### config.mk
export PLATFORM = sky130hd
export DESIGN_NAME = sim_test_monitor
export DESIGN_NICKNAME = d
export VERILOG_FILES = /design/src/rtl/sim_test_monitor.sv
export SDC_FILE = /design/constraint.sdc
export NUM_CORES = 1
export LEC_CHECK = 0
export ABC_AREA = 1
export CAP_MARGIN = 20
export CORE_UTILIZATION = 45
export CTS_CLUSTER_DIAMETER = 60
export CTS_CLUSTER_SIZE = 20
export DETAILED_ROUTE_END_ITERATION = 12
export DONT_BUFFER_PORTS = 1
export HOLD_SLACK_MARGIN = 0.03
export PLACE_DENSITY_LB_ADDON = 0.05
export RECOVER_POWER = 50
export SLEW_MARGIN = 20
export SYNTH_ARGS = -nofsm -noshare
export SYNTH_HDL_FRONTEND = slang
export SYNTH_SLANG_ARGS = --single-unit
### constraint.sdc
create_clock -name clk -period 1.9 [get_ports clk]
set_input_delay 0.475 -clock clk [delete_from_list [all_inputs] [get_ports clk]]
set_output_delay 0.475 -clock clk [all_outputs]
set_load 0.03 [all_outputs]
### src/rtl/sim_test_monitor.sv
// End-of-test monitor for multi-hart simulation tops. Watches the per-hart done/result/testnum
// register taps and a cycle counter, then latches a single PASS / FAIL / TIMEOUT verdict.
module sim_test_monitor #(
    parameter int                    NUM_HARTS     = 1,
    parameter int                    DATA_WIDTH    = 32,
    parameter logic [DATA_WIDTH-1:0] DONE_VALUE    = DATA_WIDTH'(1),
    parameter logic [DATA_WIDTH-1:0] PASS_VALUE    = DATA_WIDTH'(1),
    parameter int                    SETTLE_CYCLES = 10,
    parameter int                    TIMEOUT_BIT   = 20,
    localparam int                   HART_W        = (NUM_HARTS > 1) ? $clog2(NUM_HARTS) : 1
) (
    input  logic                             clk,
    input  logic                             rst,
    input  logic [NUM_HARTS-1:0]             hart_en_i,
    input  logic [NUM_HARTS*DATA_WIDTH-1:0]  done_i,
    input  logic [NUM_HARTS*DATA_WIDTH-1:0]  result_i,
    input  logic [NUM_HARTS*DATA_WIDTH-1:0]  testnum_i,
    input  logic                             timeout_dis_i,
    output logic                             busy_o,
    output logic                             finish_o,
    output logic                             pass_o,
    output logic                             fail_o,
    output logic                             timeout_o,
    output logic [HART_W-1:0]                fail_hart_o,
    output logic [DATA_WIDTH-1:0]            fail_testnum_o,
    output logic [TIMEOUT_BIT:0]             cycle_count_o
);

    localparam logic [1:0] ST_RUN    = 2'd0;
    localparam logic [1:0] ST_SETTLE = 2'd1;
    localparam logic [1:0] ST_DONE   = 2'd2;

    localparam int SET_W = (SETTLE_CYCLES > 1) ? $clog2(SETTLE_CYCLES) : 1;
    localparam int CNT_W = TIMEOUT_BIT + 1;

    logic [1:0]            state;
    logic [1:0]            state_nxt;
    logic [SET_W-1:0]      settle_cnt;
    logic [CNT_W-1:0]      cycle_count;
    logic                  all_done;
    logic                  any_fail;
    logic [HART_W-1:0]     first_fail_hart;
    logic [DATA_WIDTH-1:0] first_fail_testnum;
    logic                  settle_last;
    logic                  timeout_hit;
    logic                  enter_done;

    // With no hart enabled the test can never be considered done.
    always_comb begin
        all_done = |hart_en_i;
        for (int k = 0; k < NUM_HARTS; k++) begin
            if (hart_en_i[k] && (done_i[k*DATA_WIDTH +: DATA_WIDTH] != DONE_VALUE)) begin
                all_done = 1'b0;
            end
        end
    end

    // Scan from the top down so the lowest-index failing hart is the one left standing.
    always_comb begin
        any_fail           = 1'b0;
        first_fail_hart    = '0;
        first_fail_testnum = '0;
        for (int k = NUM_HARTS - 1; k >= 0; k--) begin
            if (hart_en_i[k] && (result_i[k*DATA_WIDTH +: DATA_WIDTH] != PASS_VALUE)) begin
                any_fail           = 1'b1;
                first_fail_hart    = HART_W'(k);
                first_fail_testnum = testnum_i[k*DATA_WIDTH +: DATA_WIDTH];
            end
        end
    end

    assign settle_last = (state == ST_SETTLE) && (settle_cnt == '0);
    assign timeout_hit = !timeout_dis_i && cycle_count[TIMEOUT_BIT];

    always_comb begin
        state_nxt = state;
        case (state)
            ST_RUN: begin
                if (all_done) begin
                    state_nxt = ST_SETTLE;
                end else if (timeout_hit) begin
                    state_nxt = ST_DONE;
                end
            end
            ST_SETTLE: begin
                if (settle_last) begin
                    state_nxt = ST_DONE;
                end
            end
            ST_DONE: begin
                state_nxt = ST_DONE;
            end
            default: begin
                state_nxt = ST_RUN;
            end
        endcase
    end

    assign enter_done = (state != ST_DONE) && (state_nxt == ST_DONE);

    always_ff @(posedge clk) begin
        if (rst) begin
            state      <= ST_RUN;
            settle_cnt <= '0;
        end else begin
            state <= state_nxt;
            if ((state == ST_RUN) && all_done) begin
                settle_cnt <= SET_W'(SETTLE_CYCLES - 1);
            end else if ((state == ST_SETTLE) && (settle_cnt != '0)) begin
                settle_cnt <= settle_cnt - SET_W'(1);
            end
        end
    end

    // The counter stops on the cycle that enters DONE and saturates if timeout is disabled.
    always_ff @(posedge clk) begin
        if (rst) begin
            cycle_count <= '0;
        end else if ((state_nxt != ST_DONE) && !(&cycle_count)) begin
            cycle_count <= cycle_count + CNT_W'(1);
        end
    end

    always_ff @(posedge clk) begin
        if (rst) begin
            finish_o       <= 1'b0;
            pass_o         <= 1'b0;
            fail_o         <= 1'b0;
            timeout_o      <= 1'b0;
            fail_hart_o    <= '0;
            fail_testnum_o <= '0;
        end else begin
            finish_o <= enter_done;
            if ((state == ST_RUN) && enter_done) begin
                timeout_o <= 1'b1;
            end
            if (settle_last) begin
                if (any_fail) begin
                    fail_o         <= 1'b1;
                    fail_hart_o    <= first_fail_hart;
                    fail_testnum_o <= first_fail_testnum;
                end else begin
                    pass_o <= 1'b1;
                end
            end
        end
    end

    assign busy_o        = (state != ST_DONE);
    assign cycle_count_o = cycle_count;

endmodule

Word level (Yosys, flattened, before mapping)
Cells that the tools add are included.
{"block": "word_totals", "wordCells": 47, "register_bits": 63, "out_inout_bits": 59}
{"block": "classes", "muxes": 9, "reduce_logical": 19, "bitwise_logic": 1, "eq_ne": 7, "addsub": 2}
{"operator": "$ne 32x1->1 const B", "count": 2}
{"operator": "$mux 32", "count": 1}
{"operator": "$add 21x1->21 const B", "count": 1}
{"operator": "$reduce_and 21->1", "count": 1}
{"operator": "$logic_and 1x1->1", "count": 9}
{"operator": "$mux 4", "count": 2}
{"operator": "$mux 2", "count": 3}
{"operator": "$pmux 2 s3", "count": 1}
{"operator": "$eq 2x2->1 const B", "count": 2}
{"operator": "$logic_not 4->1", "count": 1}
{"operator": "$ne 2x2->1 const B", "count": 2}
{"operator": "$reduce_and 2->1", "count": 2}
{"operator": "$reduce_bool 4->1", "count": 1}
{"operator": "$sub 4x1->4 const B", "count": 1}
{"operator": "$eq 2x1->1 const B", "count": 1}
{"operator": "$logic_not 1->1", "count": 2}
{"operator": "$logic_not 2->1", "count": 1}
{"operator": "$mux 1", "count": 2}
{"operator": "$reduce_bool 2->1", "count": 1}
{"operator": "$reduce_or 2->1", "count": 1}
{"operator": "$not 1->1", "count": 1}

Depth between registers and ports, before layout
Gate-level depths: netlist (run 1).
{"block": "depth", "depth_word": 8, "depth_mapped": 11}

Worst setup path before layout (run 1)
OpenSTA, ideal clock, no wires.
{"block": "synth_path", "kind": "reg-to-reg", "startpoint": "register cycle_count[0] (netlist: cycle_count_o[0])", "endpoint": "register cycle_count[17] (netlist: cycle_count_o[17])", "setup_ns": 0.133, "synth_period_minus_slack_ns": 1.926, "slack_ns": -0.026, "stages_incl_launch_ff": 10, "required_ns": 1.767, "t_arrival_ns": 1.793, "cell_sequence": "dfxtp_1 -> ha_1 -> nand2_2 -> nor2_4 -> nand3_2 -> nor2_4 -> nand2_4 -> buf_1 -> nand4_1 -> a21oi_2"}
{"block": "synth_via", "elab_chain_cells": 3, "word_cells_on_any_way": 4}
{"item": "start: declaration", "line_no": "39", "text": "logic [CNT_W-1:0] cycle_count;"}
{"item": "start signal: assignment", "line_no": "120", "text": "cycle_count <= cycle_count + CNT_W'(1);"}
{"item": "branches (longest 3 deep; another with $add 21x1->21)"}
Parallel ways; which one is timed is not known.
A chain may end at the register's enable or synchronous reset.

Worst setup path after layout (run 1)
{"block": "layout_path", "startpoint": "register cycle_count[1] (netlist: cycle_count_o[1])", "endpoint": "register cycle_count[18] (netlist: cycle_count_o[18])"}
Same word-level chain as after synthesis.

==> impl_metrics.toml, run 1 <==
[cells_and_area]
nets = 647
drive_above_1_share_pct = 10.0
fin_cells = 645
multi_input_area_um2 = 1720
final_area_um2 = 3750
mostFrequentLayoutCells = "nand2_1, nor2_1, inv_1, dfxtp_1"
regArea_um2 = 1260
n_antenna_cell = 0
final_common_cell = "nand2_1"
fillers = 701
syn_to_final_growth_pct = 13.0

[worst_hold_path]
worst_hold_path_type = "input pin to flip-flop"
hold_depth = 1
holdPathEnd = "fail_o"
hold_start = "rst"

[floorplanning]
coreArea_um2 = 6940
num_rows = 30
start_util_pct = 47.8
die_y_um = 87.9
num_io_pins = 159
die_area_um2 = 7720
die_w_um = 87.9

[synth]
synth_top_family_by_area = "simple AND/OR/NAND/NOR gates"
syn-cell-area_um2 = 3320
syn_avg_cell_area_um2 = 6.33
seq_area_frac_synth_pct = 38.0
synth_cell_types = 32
synth_mux_area_share_pct = 0
synthSimpleGateAreaFrac_pct = 41.6
syn-num-nets = 627
ys_warn_count = 0
synth_xor_area_share_pct = 3.96
synth-seq-cells = 63
netlist_instances = 524
synth_compound_area_share_pct = 4.83
synth-adder-area-share_pct = 1.13

[timing]
finalCritPeriodShare_pct = 88.6
relSlewSlack_pct = 63.7
layout_setup_ws_ps = 216
slew_viol_final = 0
holdWs_ps = 206
setup_tns_ps = 0
period_needed_ps = 1680
skew_ps = 11.6
hold_viol = 0
setup_violations = 0
max_freq_ghz = 0.594
max_slew.worst_pin.slew_ps = 544
rsz0062_at_grt = "false"

[power_and_ir_drop]
p_leak_nw = 1.67
power_density_nw_per_um2 = 679
vdd.ir_drop.worst_uv = 415

[global_routing]
grt_pass1_wl_um = 12600
grt_max_degree = 66
grt_busiest_layer = "met2"
grt_pass1_vias = 2740
met2_usage_pct = 36.9
grt_use_met1_pct = 25.5
grtUsageTotal_pct = 21.2
grt_use_met3_pct = 5.28
grt-ovfl-total = 0
antenna_found_initial = 0

[clock_network]
cts_buffers = 9
clk_latency_ps = 340
htreeDepth = 3
path_clk_slew_ps = 70
tritoncts = "built"
cts_hold_buf = 0
cts_resized = 0
cts.sinks = 63
cts_setup_buffers = 0
cts.path.max_buffers = 2
cts_root_buf = "clkbuf_8"

[worst_setup_path]
path_cells = "ha_1 -> nand2_2 -> nor2_4 -> nand3_2 -> nor2_4 -> nand2_4 -> nand3_2 -> buf_12 -> nand2_1 -> a21oi_2"
cp_max_fo = 22
r2r_end = "cycle_count_o[18]"
reg2regPathDepth = 10
reg2reg_slack_ps = 220
end_kind = "flip-flop"
setup.worst_path.class = "flip-flop to flip-flop"
cp-start-kind = "flip-flop"
cp.required_ps = 2170
slowest_stage = "dfxtp_2"
cp.arrival_ps = 1950
critical_path.max_stage_delay_ps = 330
r2r-start = "cycle_count_o[1]"

[routing]
vias = 3090
drtPass1Iterations = 5
drtAntennaViolNets = 0
wl_per_cell_um = 12.5
viasPerCell = 4.79
drt_wl_total_um = 8070
drc = 0
drtIter0Drc = 158

[placed_design]
gp_congestion = 0.840
dp_slack_ps = 178
dp.cells = 629
placed_area_um2 = 3580
dpl.hpwl_um = 5870
io_buffers = 0

[status]
status = "finished clean"

[job]
maxCapViolCount = 0
[worst max-delay path, delay by kind of cell (launching register included)]
| kind | cells | cell delay [ps] |
|---|---|---|
| AND/OR/NAND/NOR | 7 | 750 |
| flip-flops | 1 | 330 |
| AO/OA/AOI/OAI | 1 | 140 |
| adder cells (fa/ha/maj) | 1 | 230 |
| buffers and inverters | 1 | 160 |
[cells in the mapped netlist]
master / count / area, um^2
xor2_1: 9 / 78.8
nand2_1: 150 / 563
nor2_2: 1 / 6.26
nor3_1: 5 / 25.0
a21oi_1: 22 / 110
buf_2: 9 / 45.0
buf_1: 2 / 7.51
clkbuf_1: 6 / 22.5
o21ai_0: 2 / 10.0
nor4_1: 2 / 12.5
a31oi_1: 1 / 6.26
nand3b_1: 3 / 22.5
nand3_1: 9 / 45.0
or2_2: 2 / 12.5
conb_1: 1 / 3.75
xnor2_1: 6 / 52.6
inv_1: 61 / 229
nor3_2: 1 / 10.0
nand2_2: 1 / 6.26
nand2_4: 1 / 11.3
a21oi_2: 3 / 26.3
ha_1: 3 / 37.5
buf_4: 2 / 15.0
nand3_2: 2 / 20.0
nor2_1: 129 / 484
and2_0: 1 / 6.26
nor2_4: 2 / 22.5
nand4_1: 21 / 131
dfxtp_1: 63 / 1260
clkinv_1: 1 / 3.75
a21boi_1: 1 / 7.51
buf_6: 2 / 22.5
[where the power goes]
part	total [mW]	switching, mW	leakage, nW	internal, mW
sequential	1.33	0.00383	0.508	1.33
combinational	0.0877	0.0577	1.06	0.0300
clock	1.13	0.529	0.0960	0.601
total	2.55	0.590	1.67	1.96
[cell families after synthesis]
kind of cell / Yosys count
compound gates: 29
xor+xnor: 15
fa+ha+maj: 3
buf+inv: 83
flops: 63
other cells: 1
simple gates: 330
[per-stage QoR]
stage	total power, mW	util [%]
after floorplan	1.44	-
after global placement	1.45	51.6
after detailed placement	1.45	51.6
after CTS	2.58	54.3
after global routing	2.66	54.0
final	2.55	54.0
[how the worst max path moves through the flow]
stage	slack, ps	to	from
2_1_floorplan	120	cycle_count_o[17]	cycle_count_o[0]
3_3_place_gp	220	cycle_count_o[6]	done_i[18]
3_5_place_dp	180	cycle_count_o[6]	done_i[26]
4_1_cts	230	cycle_count_o[2]	cycle_count_o[1]
5_1_grt	20	cycle_count_o[4]	cycle_count_o[1]
6_report	220	cycle_count_o[18]	cycle_count_o[1]
[metal layers]
layer / up-vias / part of all wire (%)
met2: 121 / 49
met4: 0 / 1.0
li1: 1640 / -
met1: 1322 / 43
met5: - / 0
met3: 7 / 7.1
[flip-flops by register name (all words and copies together), names as in the netlist]
register and count:
pass_o 1, state 2, fail_testnum_o 32, timeout_o 1, cycle_count_o 21, settle_cnt 4, finish_o 1, fail_o 1
[cell type report]
type,count,area share (%)
flip-flops and latches,63,33.7
well taps,96,3.20
inverters,62,6.21
repair buffers,30,6.07
clock buffers,10,3.40
clock inverters,6,1.63
multi-input cells,378,45.8
No activity file was read; power rests on OpenSTA's default activity.
==> inputs of run 2 (changes only) <==
--- a/config.mk
+++ b/config.mk
@@ -7,7 +7,7 @@
 export LEC_CHECK = 0
 export ABC_AREA = 1
 export CAP_MARGIN = 20
-export CORE_UTILIZATION = 45
+export CORE_UTILIZATION = 63
 export CTS_CLUSTER_DIAMETER = 60
 export CTS_CLUSTER_SIZE = 20
 export DETAILED_ROUTE_END_ITERATION = 12
==> run 2 against run 1 <==
Total power grew 7.2%. Utilization grew 20 points. Sequential share of layout area about the same. Largest power group unchanged. First-iteration DRC count decreased by 22%. Highest routed layer unchanged. Critical path type unchanged.
==> impl_metrics.toml, run 2 (synthesis gave the netlist of run 1 again) <==
[worst_setup_path]
reg2reg_slack_ps = 200
critical_path.max_stage_delay_ps = 330
cp-start-kind = "flip-flop"
critical_path.top_delay_family = "simple AND/OR/NAND/NOR gates"
setup.worst_path.class = "flip-flop to flip-flop"
end_kind = "flip-flop"
path_cells = "ha_1 -> nand2_2 -> nor2_4 -> nand3_2 -> nor2_4 -> nand2_4 -> nand3_2 -> buf_6 -> nand2_1 -> a21oi_2"
reg2regPathDepth = 10
slowest_stage = "dfxtp_2"
cp.arrival_ps = 1980
r2r-start = "cycle_count_o[0]"
worst-path-buf-inv = 1
r2r_end = "cycle_count_o[18]"
cp_max_fo = 22
cp.required_ps = 2180

[power_and_ir_drop]
p_leak_nw = 1.67
power_density_nw_per_um2 = 728
switching_power_uw = 592
switching_share_pct = 21.7
p_comb_share_pct = 3.3
p_int_mw = 2.14
seqPwrFrac_pct = 48.7
vdd.ir_drop.worst_uv = 497
clockPowerShare_pct = 48.0
total_power_mw = 2.73

[cells_and_area]
syn_to_final_growth_pct = 13.0
drive_above_1_share_pct = 9.65
largest_reg_flops = 32
nets = 647
mostFrequentLayoutCells = "nand2_1, nor2_1, inv_1, dfxtp_1, a21oi_1"
largest_register = "fail_testnum_o"
final_common_cell = "nand2_1"
fillers = 463
n_antenna_cell = 0

[global_routing]
grtUsageTotal_pct = 27.4
grt_pass1_wl_um = 11700
grt_pass1_vias = 2804
antenna_found_initial = 0
grt_max_degree = 66
grt-ovfl-total = 0

[worst_hold_path]
worst_hold_path_type = "input pin to flip-flop"
hold_start = "rst"
hold_depth = 1
holdPathEnd = "cycle_count_o[18]"

[timing]
slew_viol_final = 0
skew_ps = 6.81
rsz0062_at_grt = "false"
finalCritPeriodShare_pct = 89.5
setup_tns_ps = 0
setup_violations = 0
period_needed_ps = 1700
hold_viol = 0
max_freq_ghz = 0.588
max_slew.worst_pin.slew_ps = 551
relSlewSlack_pct = 63.2

[clock_network]
cts.sinks = 63
path_clk_slew_ps = 70
tritoncts = "built"
clk_latency_ps = 340
cts_root_buf = "clkbuf_8"
cts.path.max_buffers = 2
cts_setup_buffers = 0
htreeDepth = 3
cts_buffers = 9

[routing]
drc = 0
drtIter0Drc = 124
vias = 3166
wl_per_cell_um = 12.4
drtAntennaViolNets = 0
drt_wl_total_um = 7690
drtPass1Iterations = 4
viasPerCell = 5.11

[placed_design]
gp_congestion = 0.941
dpl.hpwl_um = 5660
io_buffers = 0

[status]
status = "finished clean"

[job]
maxCapViolCount = 0

[floorplanning]
num_rows = 26
start_util_pct = 65.4
num_io_pins = 159
die_area_um2 = 5560
die_y_um = 74.6
coreArea_um2 = 5070
die_w_um = 74.6
run 2: cell count changes in the layout (fill, tap and decap cells not counted):
cell	previous run	this run
buf_6	0	1
bufinv_16	1	2
clkinvlp_4	1	2
clkinv_2	3	0
inv_6	0	1
clkbuf_8	9	10
buf_4	22	18
clkbuf_1	7	9
run 2: layout make-up:
class | count | area, um^2 | share of cell area [%]
multi-input cells | 378 | 1720 | 45.8
flip-flops and latches | 63 | 1260 | 33.7
inverters | 62 | 233 | 6.20
repair buffers | 30 | 220 | 5.87
clock buffers | 10 | 138 | 3.67
clock inverters | 6 | 92.6 | 2.47
well taps | 70 | 87.6 | 2.33
run 2: power by group through the flow:
| stage | sequential [mW] | clock (mW) | combinational (mW) |
|---|---|---|---|
| 6_report | 1.33 | 1.31 | 0.0891 |
| 5_1_grt | 1.33 | 1.39 | 0.103 |
| 4_1_cts | 1.33 | 1.33 | 0.0894 |
| 3_5_place_dp | 1.36 | 0 | 0.0892 |
| 3_3_place_gp | 1.36 | 0 | 0.0878 |
| 2_1_floorplan | 1.38 | 0 | 0.0599 |
run 2: what timing repair did:
| item | CTS | global route |
|---|---|---|
| hold buffers | 0 | 0 |
| gates resized for setup | 0 | 1 |
| endpoints found under the setup margin | 0 | 4 |
run 2: how the worst max path moves through the flow:
stage	from	endpoint	slack, ps	cells after the start
final	cycle_count_o[0]	cycle_count_o[18]	200	10
after global routing	cycle_count_o[16]	cycle_count_o[17]	20	9
after CTS	cycle_count_o[0]	cycle_count_o[18]	160	10
after detailed placement	cycle_count_o[0]	cycle_count_o[17]	170	10
after global placement	cycle_count_o[0]	cycle_count_o[0]	230	11
after floorplan	cycle_count_o[0]	cycle_count_o[17]	120	9
run 2: stage by stage:
stage / worst slack [ps] / cell area (um^2) / hold WS (ps) / cells / util, %
2_1_floorplan: 120 / 3320 / 451 / 524 / -
3_3_place_gp: 233 / 3550 / 455 / 603 / 70.0
3_5_place_dp: 170 / 3550 / 466 / 603 / 70.0
4_1_cts: 158 / 3780 / 187 / 619 / 74.5
5_1_grt: 23.2 / 3750 / 179 / 619 / 73.9
6_report: 200 / 3750 / 197 / 619 / 73.9
run 2: metal layers:
| layer | routed length, um | track usage [%] |
|---|---|---|
| met5 | 0 | 0 |
| met4 | 150 | 13.4 |
| met2 | 3800 | 47.6 |
| met1 | 3200 | 31.5 |
| met3 | 542 | 6.50 |
==> inputs of run 3 (changes only) <==
--- a/config.mk
+++ b/config.mk
@@ -7,7 +7,7 @@
 export LEC_CHECK = 0
 export ABC_AREA = 1
 export CAP_MARGIN = 20
-export CORE_UTILIZATION = 63
+export CORE_UTILIZATION = 50
 export CTS_CLUSTER_DIAMETER = 60
 export CTS_CLUSTER_SIZE = 20
 export DETAILED_ROUTE_END_ITERATION = 12
==> run 3 against run 2 <==
Die area grew 25%. Worst setup slack got worse by 8.5 ps. Fmax is 0.50% lower. Combinational power shrank 3.3%. Utilization fell by 15 points. Critical path depth is 7 lower. Flip-flop and latch count did not move. Wire length grew 2.1%. Critical endpoint is now busy_o. Clock power shrank 3%. Critical path type is now flip-flop to output pin. Hold slack improved by 1.8 ps. Final cell count grew 1.1%. Sequential share of layout area did not move.
==> impl_metrics.toml, run 3 (synthesis gave the netlist of run 1 again) <==
[status]
status = "finished clean"

[timing]
max_freq_ghz = 0.585
finalCritPeriodShare_pct = 89.9
skew_ps = 8.52
hold_viol = 0
period_needed_ps = 1710
relSlewSlack_pct = 62.8
rsz0062_at_grt = "false"
slew_viol_final = 0
layout_setup_ws_ps = 192
setup_violations = 0
setup_tns_ps = 0
max_slew.worst_pin.slew_ps = 558

[worst_setup_path]
cp_max_fo = 3
reg2reg_slack_ps = 190
r2r-start = "cycle_count_o[16]"
cp.required_ps = 1420
setup.worst_path.class = "flip-flop to output pin"
end_kind = "output pin"
cp.arrival_ps = 1230
r2r_end = "cycle_count_o[17]"
reg2regPathDepth = 9
cp-start-kind = "flip-flop"

[routing]
vias = 3122
wl_met1_um = 3390
drc = 0
drt_wl_total_um = 7850
dr_wl_met2_um = 3720
wl_per_cell_um = 12.5
drtIter0Drc = 108
wl_met3_um = 561
topRoutingLayerUsed = "met4"
drtPass1Iterations = 4
drtAntennaViolNets = 0
viasPerCell = 4.99

[clock_network]
cts_root_buf = "clkbuf_8"
cts.path.max_buffers = 2
cts_buffers = 9
cts_resized = 0
clk_latency_ps = 340
tritoncts = "built"
cts.sinks = 63
cts_setup_buffers = 0
path_clk_slew_ps = 70
htreeDepth = 3
cts_hold_buf = 0

[job]
maxCapViolCount = 0

[worst_hold_path]
hold_depth = 1
hold_start = "rst"
holdPathEnd = "cycle_count_o[17]"
worst_hold_path_type = "input pin to flip-flop"

[placed_design]
io_buffers = 0
dp_slack_ps = 219
gp_congestion = 0.845
placed_area_um2 = 3570
dpl.hpwl_um = 5650

[floorplanning]
num_rows = 29
coreArea_um2 = 6390
die_area_um2 = 6970
die_w_um = 83.5
start_util_pct = 52.0
die_y_um = 83.5
num_io_pins = 159

[global_routing]
antenna_found_initial = 0
grt_pass1_wl_um = 12600
grt_pass1_vias = 2857
grtUsageTotal_pct = 22.5
grt_max_degree = 37
grt-ovfl-total = 0

[power_and_ir_drop]
total_power_mw = 2.69
power_density_nw_per_um2 = 717
vdd.ir_drop.worst_uv = 594
p_leak_nw = 1.67

[cells_and_area]
multi_input_area_um2 = 1720
final_common_cell = "nand2_1"
largest_register = "fail_testnum_o"
syn_to_final_growth_pct = 13.0
drive_above_1_share_pct = 9.47
n_antenna_cell = 0
fillers = 607
final_area_um2 = 3750
largest_reg_flops = 32
mostFrequentLayoutCells = "nand2_1, nor2_1, inv_1, dfxtp_1, a21oi_1"
regArea_um2 = 1260
nets = 647
run 3: cell types whose count changed in the layout (fill, tap and decap cells not counted):
cell      previous run  this run
clkbuf_1             9        10
buf_12               2         3
clkinv_4             1         0
clkbuf_8            10         9
inv_6                1         0
clkinv_2             0         2
buf_6                1         0
run 3: critical path, cell delays in order (launching register included):
cell     delay, ps
dfxtp_1        390
inv_1           90
nor2_1         200
inv_1          220
run 3: stage by stage:
stage	util (%)	hold WS, ps	std cells
final	58.7	198	626
after global routing	58.7	180	626
after CTS	59.3	179	626
after detailed placement	55.9	470	610
after global placement	55.9	460	610
after floorplan	-	451	524
run 3: worst max-delay path by stage:
stage                 startpoint           endpoint  slack [ps]  cells after the start
2_1_floorplan   cycle_count_o[0]  cycle_count_o[17]         120                      9
5_1_grt        cycle_count_o[16]  cycle_count_o[17]          60                      9
3_5_place_dp           done_i[8]  cycle_count_o[18]         220                      9
6_report                state[1]             busy_o         190                      3
4_1_cts                 state[1]             busy_o         180                      3
3_3_place_gp           done_i[8]  cycle_count_o[17]         270                      9
run 3: report_power, final:
group | leakage (nW) | internal, mW | total [mW] | switching (mW)
Clock | 0.102 | 0.734 | 1.27 | 0.538
Combinational | 1.06 | 0.0300 | 0.0862 | 0.0562
Sequential | 0.508 | 1.33 | 1.33 | 0.00441
Total | 1.67 | 2.09 | 2.69 | 0.598
run 3: per-layer routing:
| metal | vias to the layer above | global-route usage (%) |
|---|---|---|
| met3 | 10 | 5.93 |
| met2 | 117 | 39.2 |
| met1 | 1361 | 26.3 |
| met4 | 0 | 9.09 |
| li1 | 1634 | - |
| met5 | - | 0 |
run 3: cell type report:
| cell class | count | area share, % |
|---|---|---|
| clock inverters | 6 | 2.27 |
| inverters | 62 | 6.20 |
| flip-flops and latches | 63 | 33.7 |
| well taps | 77 | 2.57 |
| clock buffers | 10 | 3.40 |
| multi-input cells | 378 | 45.8 |
| repair buffers | 30 | 6.10 |
